`src/rtl/uart_pkg.sv`:
```
// Shared types, divider calculation and baud-error limit for the UART receiver.
package uart_pkg;

    typedef enum logic [1:0] {
        NONE = 2'd0,
        ODD  = 2'd1,
        EVEN = 2'd2
    } parity_e;

    typedef enum logic [2:0] {
        S_IDLE,
        S_START,
        S_DATA,
        S_PARITY,
        S_STOP
    } rx_state_e;

    localparam int BAUD_ERR_PCT = 2;

    // Rounded clock divider giving one tick per oversample period.
    function automatic int calc_div(input longint clk_hz, input longint baud, input longint oversample);
        longint den;
        den = baud * oversample;
        return int'((clk_hz + den / 2) / den);
    endfunction

endpackage

```
`src/rtl/uart_rx_fifo.sv`:
```
// Synchronous first-word-fall-through FIFO with occupancy count.
module uart_rx_fifo #(
    parameter int WIDTH = 8,
    parameter int DEPTH = 16
) (
    input  logic                     clk,
    input  logic                     rst,
    input  logic                     push,
    input  logic [WIDTH-1:0]         push_data,
    input  logic                     pop,
    output logic [WIDTH-1:0]         head,
    output logic                     valid,
    output logic                     full,
    output logic [$clog2(DEPTH):0]   count
);

    localparam int AW = $clog2(DEPTH);

    logic [WIDTH-1:0] mem [DEPTH];
    logic [AW-1:0]    wr_ptr;
    logic [AW-1:0]    rd_ptr;
    logic             do_push;
    logic             do_pop;

    assign valid   = (count != '0);
    assign full    = (count == (AW+1)'(DEPTH));
    assign do_pop  = pop & valid;
    // When full, a simultaneous pop frees the slot the push writes into.
    assign do_push = push & (~full | do_pop);
    assign head    = valid ? mem[rd_ptr] : '0;

    always_ff @(posedge clk) begin
        if (do_push) mem[wr_ptr] <= push_data;
    end

    always_ff @(posedge clk or posedge rst) begin
        if (rst) begin
            wr_ptr <= '0;
            rd_ptr <= '0;
            count  <= '0;
        end else begin
            if (do_push) wr_ptr <= wr_ptr + 1'b1;
            if (do_pop)  rd_ptr <= rd_ptr + 1'b1;
            if (do_push && !do_pop)      count <= count + 1'b1;
            else if (!do_push && do_pop) count <= count - 1'b1;
        end
    end

endmodule

```
`src/rtl/uart_rx.sv`:
```
// Oversampling UART receiver: majority-vote bit decisions, parity/framing
// checks, break detection and an FWFT output FIFO with sticky overflow.
module uart_rx
    import uart_pkg::*;
#(
    parameter int CLK_HZ     = 100_000_000,
    parameter int BAUD       = 115_200,
    parameter int OVERSAMPLE = 16,
    parameter int DATA_BITS  = 8,
    parameter int PARITY     = 0,
    parameter int STOP_BITS  = 1,
    parameter int FIFO_DEPTH = 16
) (
    input  logic                          clk,
    input  logic                          rst,
    input  logic                          rx_i,
    output logic [DATA_BITS-1:0]          rx_data_o,
    output logic                          rx_valid_o,
    input  logic                          rx_ready_i,
    output logic [$clog2(FIFO_DEPTH):0]   fifo_count_o,
    output logic                          parity_err_o,
    output logic                          frame_err_o,
    output logic                          break_o,
    output logic                          overflow_o,
    input  logic                          clr_err_i
);

    localparam int      DIV      = calc_div(CLK_HZ, BAUD, OVERSAMPLE);
    localparam int      CW       = (DIV > 1) ? $clog2(DIV) : 1;
    localparam int      SW       = $clog2(OVERSAMPLE);
    localparam int      BCW      = $clog2(DATA_BITS + 1);
    localparam parity_e PAR_MODE = parity_e'(PARITY);
    localparam longint  ACT_HZ   = longint'(DIV) * OVERSAMPLE * BAUD;
    localparam longint  DIFF_HZ  = (ACT_HZ > CLK_HZ) ? ACT_HZ - CLK_HZ : CLK_HZ - ACT_HZ;

    generate
        if (DIV < 1 || DIFF_HZ * 100 > longint'(BAUD_ERR_PCT) * CLK_HZ
            || OVERSAMPLE < 8 || OVERSAMPLE % 2 != 0
            || DATA_BITS < 5 || DATA_BITS > 9 || PARITY < 0 || PARITY > 2
            || STOP_BITS < 1 || STOP_BITS > 2
            || FIFO_DEPTH < 2 || (FIFO_DEPTH & (FIFO_DEPTH - 1)) != 0) begin : g_bad_cfg
            $error("uart_rx: unsupported parameter set or baud error above limit");
        end
    endgenerate

    rx_state_e            state, state_next;
    logic                 sync1, sync2, prev;
    logic [CW-1:0]        tcnt;
    logic [SW-1:0]        s;
    logic [BCW-1:0]       bit_cnt;
    logic                 v_a, v_b;
    logic [DATA_BITS-1:0] shreg;
    logic                 par_bad, stop_bad;
    logic                 parity_err, frame_err, brk, overflow;

    logic tick, fall, at_s1, at_s2, decide, bit_end, maj, exp_par;
    logic frame_done, stop_low, push, pop, drop, fifo_full;

    assign tick    = (tcnt == CW'(DIV - 1));
    assign fall    = prev & ~sync2;
    assign at_s1   = tick && (s == SW'(OVERSAMPLE / 2 - 1));
    assign at_s2   = tick && (s == SW'(OVERSAMPLE / 2));
    assign decide  = tick && (s == SW'(OVERSAMPLE / 2 + 1));
    assign bit_end = tick && (s == SW'(OVERSAMPLE - 1));
    assign maj     = (v_a & v_b) | (v_a & sync2) | (v_b & sync2);
    assign exp_par = (PAR_MODE == ODD) ? ~^shreg : ^shreg;

    always_ff @(posedge clk or posedge rst) begin
        if (rst) state <= S_IDLE;
        else     state <= state_next;
    end

    always_comb begin
        state_next = state;
        frame_done = 1'b0;
        unique case (state)
            S_IDLE:   if (fall) state_next = S_START;
            S_START: begin
                if (decide && maj) state_next = S_IDLE;
                else if (bit_end)  state_next = S_DATA;
            end
            S_DATA: begin
                if (bit_end && bit_cnt == BCW'(DATA_BITS - 1))
                    state_next = (PAR_MODE != NONE) ? S_PARITY : S_STOP;
            end
            S_PARITY: if (bit_end) state_next = S_STOP;
            S_STOP: begin
                // Leave mid-bit so the next start edge is never missed.
                if (decide && bit_cnt == BCW'(STOP_BITS - 1)) begin
                    state_next = S_IDLE;
                    frame_done = 1'b1;
                end
            end
            default:  state_next = S_IDLE;
        endcase
    end

    assign stop_low = stop_bad | ~maj;
    assign push     = frame_done & ~stop_low & ~par_bad;
    assign pop      = rx_valid_o & rx_ready_i;
    assign drop     = push & fifo_full & ~pop;

    always_ff @(posedge clk or posedge rst) begin
        if (rst) begin
            sync1      <= 1'b1;
            sync2      <= 1'b1;
            prev       <= 1'b1;
            tcnt       <= '0;
            s          <= '0;
            bit_cnt    <= '0;
            v_a        <= 1'b1;
            v_b        <= 1'b1;
            shreg      <= '0;
            par_bad    <= 1'b0;
            stop_bad   <= 1'b0;
            parity_err <= 1'b0;
            frame_err  <= 1'b0;
            brk        <= 1'b0;
            overflow   <= 1'b0;
        end else begin
            sync1 <= rx_i;
            sync2 <= sync1;
            prev  <= sync2;

            if ((state == S_IDLE && fall) || tick) tcnt <= '0;
            else                                   tcnt <= tcnt + 1'b1;

            if (state == S_IDLE) s <= '0;
            else if (tick)       s <= (s == SW'(OVERSAMPLE - 1)) ? '0 : s + 1'b1;

            if (state_next != state) bit_cnt <= '0;
            else if (bit_end)        bit_cnt <= bit_cnt + 1'b1;

            if (at_s1) v_a <= sync2;
            if (at_s2) v_b <= sync2;

            if (state == S_DATA && decide) shreg <= {maj, shreg[DATA_BITS-1:1]};

            if (state == S_IDLE)                    par_bad <= 1'b0;
            else if (state == S_PARITY && decide)   par_bad <= (maj != exp_par);

            if (state == S_IDLE)                        stop_bad <= 1'b0;
            else if (state == S_STOP && decide && !maj) stop_bad <= 1'b1;

            parity_err <= frame_done & par_bad;
            frame_err  <= frame_done & stop_low;
            brk        <= frame_done & stop_low & (shreg == '0);

            if (drop)           overflow <= 1'b1;
            else if (clr_err_i) overflow <= 1'b0;
        end
    end

    assign parity_err_o = parity_err;
    assign frame_err_o  = frame_err;
    assign break_o      = brk;
    assign overflow_o   = overflow;

    uart_rx_fifo #(
        .WIDTH (DATA_BITS),
        .DEPTH (FIFO_DEPTH)
    ) u_fifo (
        .clk       (clk),
        .rst       (rst),
        .push      (push),
        .push_data (shreg),
        .pop       (pop),
        .head      (rx_data_o),
        .valid     (rx_valid_o),
        .full      (fifo_full),
        .count     (fifo_count_o)
    );

endmodule

```
`config.mk`:
```
export PLATFORM = sky130hd
export DESIGN_NAME = uart_rx
export DESIGN_NICKNAME = d
export VERILOG_FILES = /design/src/rtl/uart_pkg.sv /design/src/rtl/uart_rx_fifo.sv /design/src/rtl/uart_rx.sv
export SDC_FILE = /design/constraint.sdc
export NUM_CORES = 1
export LEC_CHECK = 0
export ABC_AREA = 1
export CAP_MARGIN = 10
export CORE_ASPECT_RATIO = 1.25
export CORE_MARGIN = 2
export CORE_UTILIZATION = 40
export DETAILED_ROUTE_END_ITERATION = 6
export GPL_TIMING_DRIVEN = 1
export PLACE_DENSITY_LB_ADDON = 0.2
export SLEW_MARGIN = 20
export SYNTH_ARGS = -nofsm -noshare
export SYNTH_HDL_FRONTEND = slang
export SYNTH_HIERARCHICAL = 1
export SYNTH_SLANG_ARGS = --single-unit
```
`constraint.sdc`:
```
create_clock -name clk -period 3.3 [get_ports clk]
set_input_delay 0.33 -clock clk [delete_from_list [all_inputs] [get_ports clk]]
set_output_delay 0.33 -clock clk [all_outputs]
set_load 0.005 [all_outputs]
```
==> results list <==
* H-Tree Level Count: 4
- After routing, the total negative slack on setup checks comes to 0 ns.
- For this design, the CTS-stage hold fixing added 0 buffers.
- In this run the cell area of the synthesized design comes to 7920 sq um.
- In this run, CTS created clock tree buffers numbering 17.
- The worst setup path is captured at a flop.
* Register share of total power: 52.8%
- The number of cells on the worst reg-to-reg path is 20.
- Static Leak: 3.76 nW
* Post-synth net total: 779
* Achievable clock frequency: 337 MHz
- Register clock-pin slew on the reported worst setup and hold paths: 0.07 ns
* RSZ-0062 raised after global routing: false
- Measured against its own limit, the worst slew margin works out to 53.9%.
* Internal Pwr Total: 3.63 mW
* Worst path max stage delay: 0.41 ns
* Arrival time of the worst setup path: 3.29 ns
* Effective utilization at floorplan: 40.8%
* Commonest non-fill, non-tap cell in the layout: nand2_1
- Number of design rule violations left after detail routing: 0
* Number of flops mapped to enable cells by yosys: 128
- Async set-or-reset flop fraction in the synthesized netlist: 27.7%
- Placed instance area: 8540 sq um
- Sequential-to-total area share from yosys stat: 64.1%
- Entering global routing, the biggest net connects 67 pins.
- Total congestion overflow after global routing: 0
* Peak fanout along the critical path: 4
- After synthesis the netlist holds a flip-flop and latch count of 177.
- In the layout the commonest cells are nand2_1 (229), edfxtp_1 (128), nand3_1 (111).
* TritonCTS clock tree: yes
- During synthesis, Yosys emitted a total of 6 warnings.
- Ratio of total power to cell area: 498 nW/um^2
- Slew Viols, Final: 0
- Combinational Power Share: 2.1%
* Source-to-sink clock delay at the later pin of the worst-skew pair: 0.43 ns
* Detailed-route vias per instance: 4.93
- At the pin with the least slew margin, the transition time is 0.687 ns.
- Setup violations remaining at the end of the flow were counted as 0.
- The cell that appears most often on the critical path is nand2_1.
- GP Congestion: 0.829
- Core Rows: 57
- The floorplan step set the die width to 130 microns.
- The first global-routing pass estimated 28100 microns of wire.
- HPWL after detailed placement: 11400 microns
- In the final routed layout, each cell accounts on average for 16.4 microns.
- Highest-delay cell along the critical path: dfrtp_1
* Prevailing post-synth register cell: edfxtp_1
- Overall via count from detail_route: 5299
- The number of global-route vias before repair was 5311.
* Distinct cell type count after synthesis: 38
* Area overhead of the layout relative to synthesis: 15.7%
- On the final layout, the worst clock skew is 0.0120 ns.
- Final number of hold-violating endpoints: 0
- CTS root buffer: clkbuf_16
* Crit path kind: flop to flop
* Initial detailed-routing violation count: 402
* Final WL: 17600 microns
* Final Net Count: 823
- Cells traversed along the worst timing path: inv_1, ha_1, nand2_1, nor2_1, nand3_4, nor2_1, inv_2, nor4_2, a21boi_4, ha_2, inv_1, ha_1, nand2_1, nand2_1, a21oi_1, inv_1, nand2_1, nand2_1, nand2_1, nand2_1
* Diode insertion count for antenna repair: 0
- Synthesis produced a netlist whose cell count is 753.
- Net switching is 20.6% of the power.
* Share of the clock period used by the worst path after layout: 89.9%
- The average instance in the mapped netlist occupies 10.5 sq um.
* Number of antenna violations at the first check in global routing: 0
- The finished cells cover 9170 sq um.
* Largest voltage drop on the vdd net: 0.000337 V
- Number of primary I/O pins: 23
* Core footprint: 19400 sq um
- Post-route ant nets: 0
- Share of power burned in the clock network: 45.1%
* Proportion of layout cells with a drive suffix above 1: 11.7%
* CP Data Required Time: 3.62 ns
- Global routing used 17.7% of the available tracks across all layers.
- Height of the chip: 161 microns
- During placement, the flow inserted port buffers numbering 22.
* Deepest clock path buffer count: 2
- The worst hold path belongs to the class input pin to asynchronous set/reset pin.
* Run status: complete, no violations
- Sw Pwr: 943 uW
* Final worst path period need: 2.97 ns
* Nature of the critical path startpoint: flop
- The clock net in this run drives a total of 177 sinks.
* Full die area: 21000 sq um
* # Max-Cap Violations: 0
- The first detailed-routing pass ran for 4 iterations.
-- worst paths after layout --
kind                             from              end  slack, ns
max in group asynchronous         rst             prev       2.57
max reg2reg                bit_cnt[1]  u_fifo/count[4]       0.33
min in group clk                 rx_i            sync1       0.30
max                        bit_cnt[1]  u_fifo/count[4]       0.33
min                               rst       overflow_o       0.09
min reg2reg                     sync1            sync2       0.36
-- power by group through the flow --
| stage | sequential, mW | clock [mW] | combinational (mW) |
|---|---|---|---|
| detailed placement | 2.46 | 0 | 0.0981 |
| global route | 2.41 | 2.20 | 0.109 |
| global placement | 2.45 | 0 | 0.0906 |
| floorplan | 2.45 | 0 | 0.0730 |
| finish | 2.41 | 2.06 | 0.0963 |
| CTS | 2.41 | 2.11 | 0.0983 |
-- metrics by stage --
step	cells	power [mW]	hold WS (ns)	util [%]	setup WS (ns)
finish	1075	4.57	0.0874	47.3	0.332
global route	1075	4.72	0.0953	47.3	0.00795
CTS	1073	4.62	0.0654	47.2	0.220
detailed placement	1041	2.56	0.349	44.0	0.236
global placement	1041	2.55	0.349	44.0	0.308
floorplan	753	2.53	0.207	-	0.433
-- worst max-delay path: cells and delay by family (launching register included) --
kind	cells	cell delay, ns
AND/OR/NAND/NOR	11	1.02
buffers and inverters	4	0.32
flip-flops	1	0.41
AO/OA/AOI/OAI	2	0.40
adder cells (fa/ha/maj)	3	0.71
-- flip-flops by register name, summed over array words and instances, names as in the netlist --
signal,cells
u_fifo/count,5
frame_err_o,1
tcnt,6
bit_cnt,4
par_bad,1
overflow_o,1
u_fifo/rd_ptr,4
u_fifo/wr_ptr,4
v_b,1
break_o,1
parity_err_o,1
u_fifo/mem,128
s,4
prev,1
sync2,1
stop_bad,1
v_a,1
state,3
shreg,8
sync1,1
-- metal layers --
layer | global-route usage (%) | wire (microns) | vias up
li1 | - | - | 2619
met1 | 22.5 | 7960 | 2593
met2 | 30.0 | 8930 | 71
met3 | 3.78 | 469 | 16
met4 | 5.82 | 255 | 0
met5 | 0 | 0 | -
-- kinds of logic after synthesis --
family                     after synthesis  synth area share (%)
and+or+nand+nor                        412                  22.9
DFF                                    177                  64.1
buffers and inverters                   86                  4.93
AOI/OAI and AO/OA                       41                  2.91
adders and majority gates               21                  3.41
xor gates and xnor gates                16                  1.77
-- synth_stat cells (4+ instances only) --
master	count	share of area [%]
nand2_1	229	11
xor2_1	11	1.2
nand4_1	7	0.55
buf_2	9	0.57
clkbuf_1	4	0.19
ha_1	20	3.2
buf_4	12	1.1
inv_2	8	0.38
o21ai_1	4	0.25
xnor2_1	5	0.55
inv_1	48	2.3
a21oi_1	14	0.88
edfxtp_1	128	49
nand3_1	111	7.0
o21ai_0	18	1.1
dfstp_2	5	1.7
nor2_1	43	2.0
dfrtp_1	44	14
-- area by class of cell --
type	instances	area (sq um)
tap	265	332
inverter	58	218
timing repair buffer	53	478
multi-input combinational	490	2460
clock inverter	14	176
sequential	177	5080
fill	1785	10200
clock buffer	18	429
-- what timing repair did --
| item | in CTS | in global routing |
|---|---|---|
| setup endpoints to repair | 0 | 1 |
| buffers inserted | 0 | 2 |
| gates resized for setup | 0 | 1 |
(Power assumes the default switching activity.)
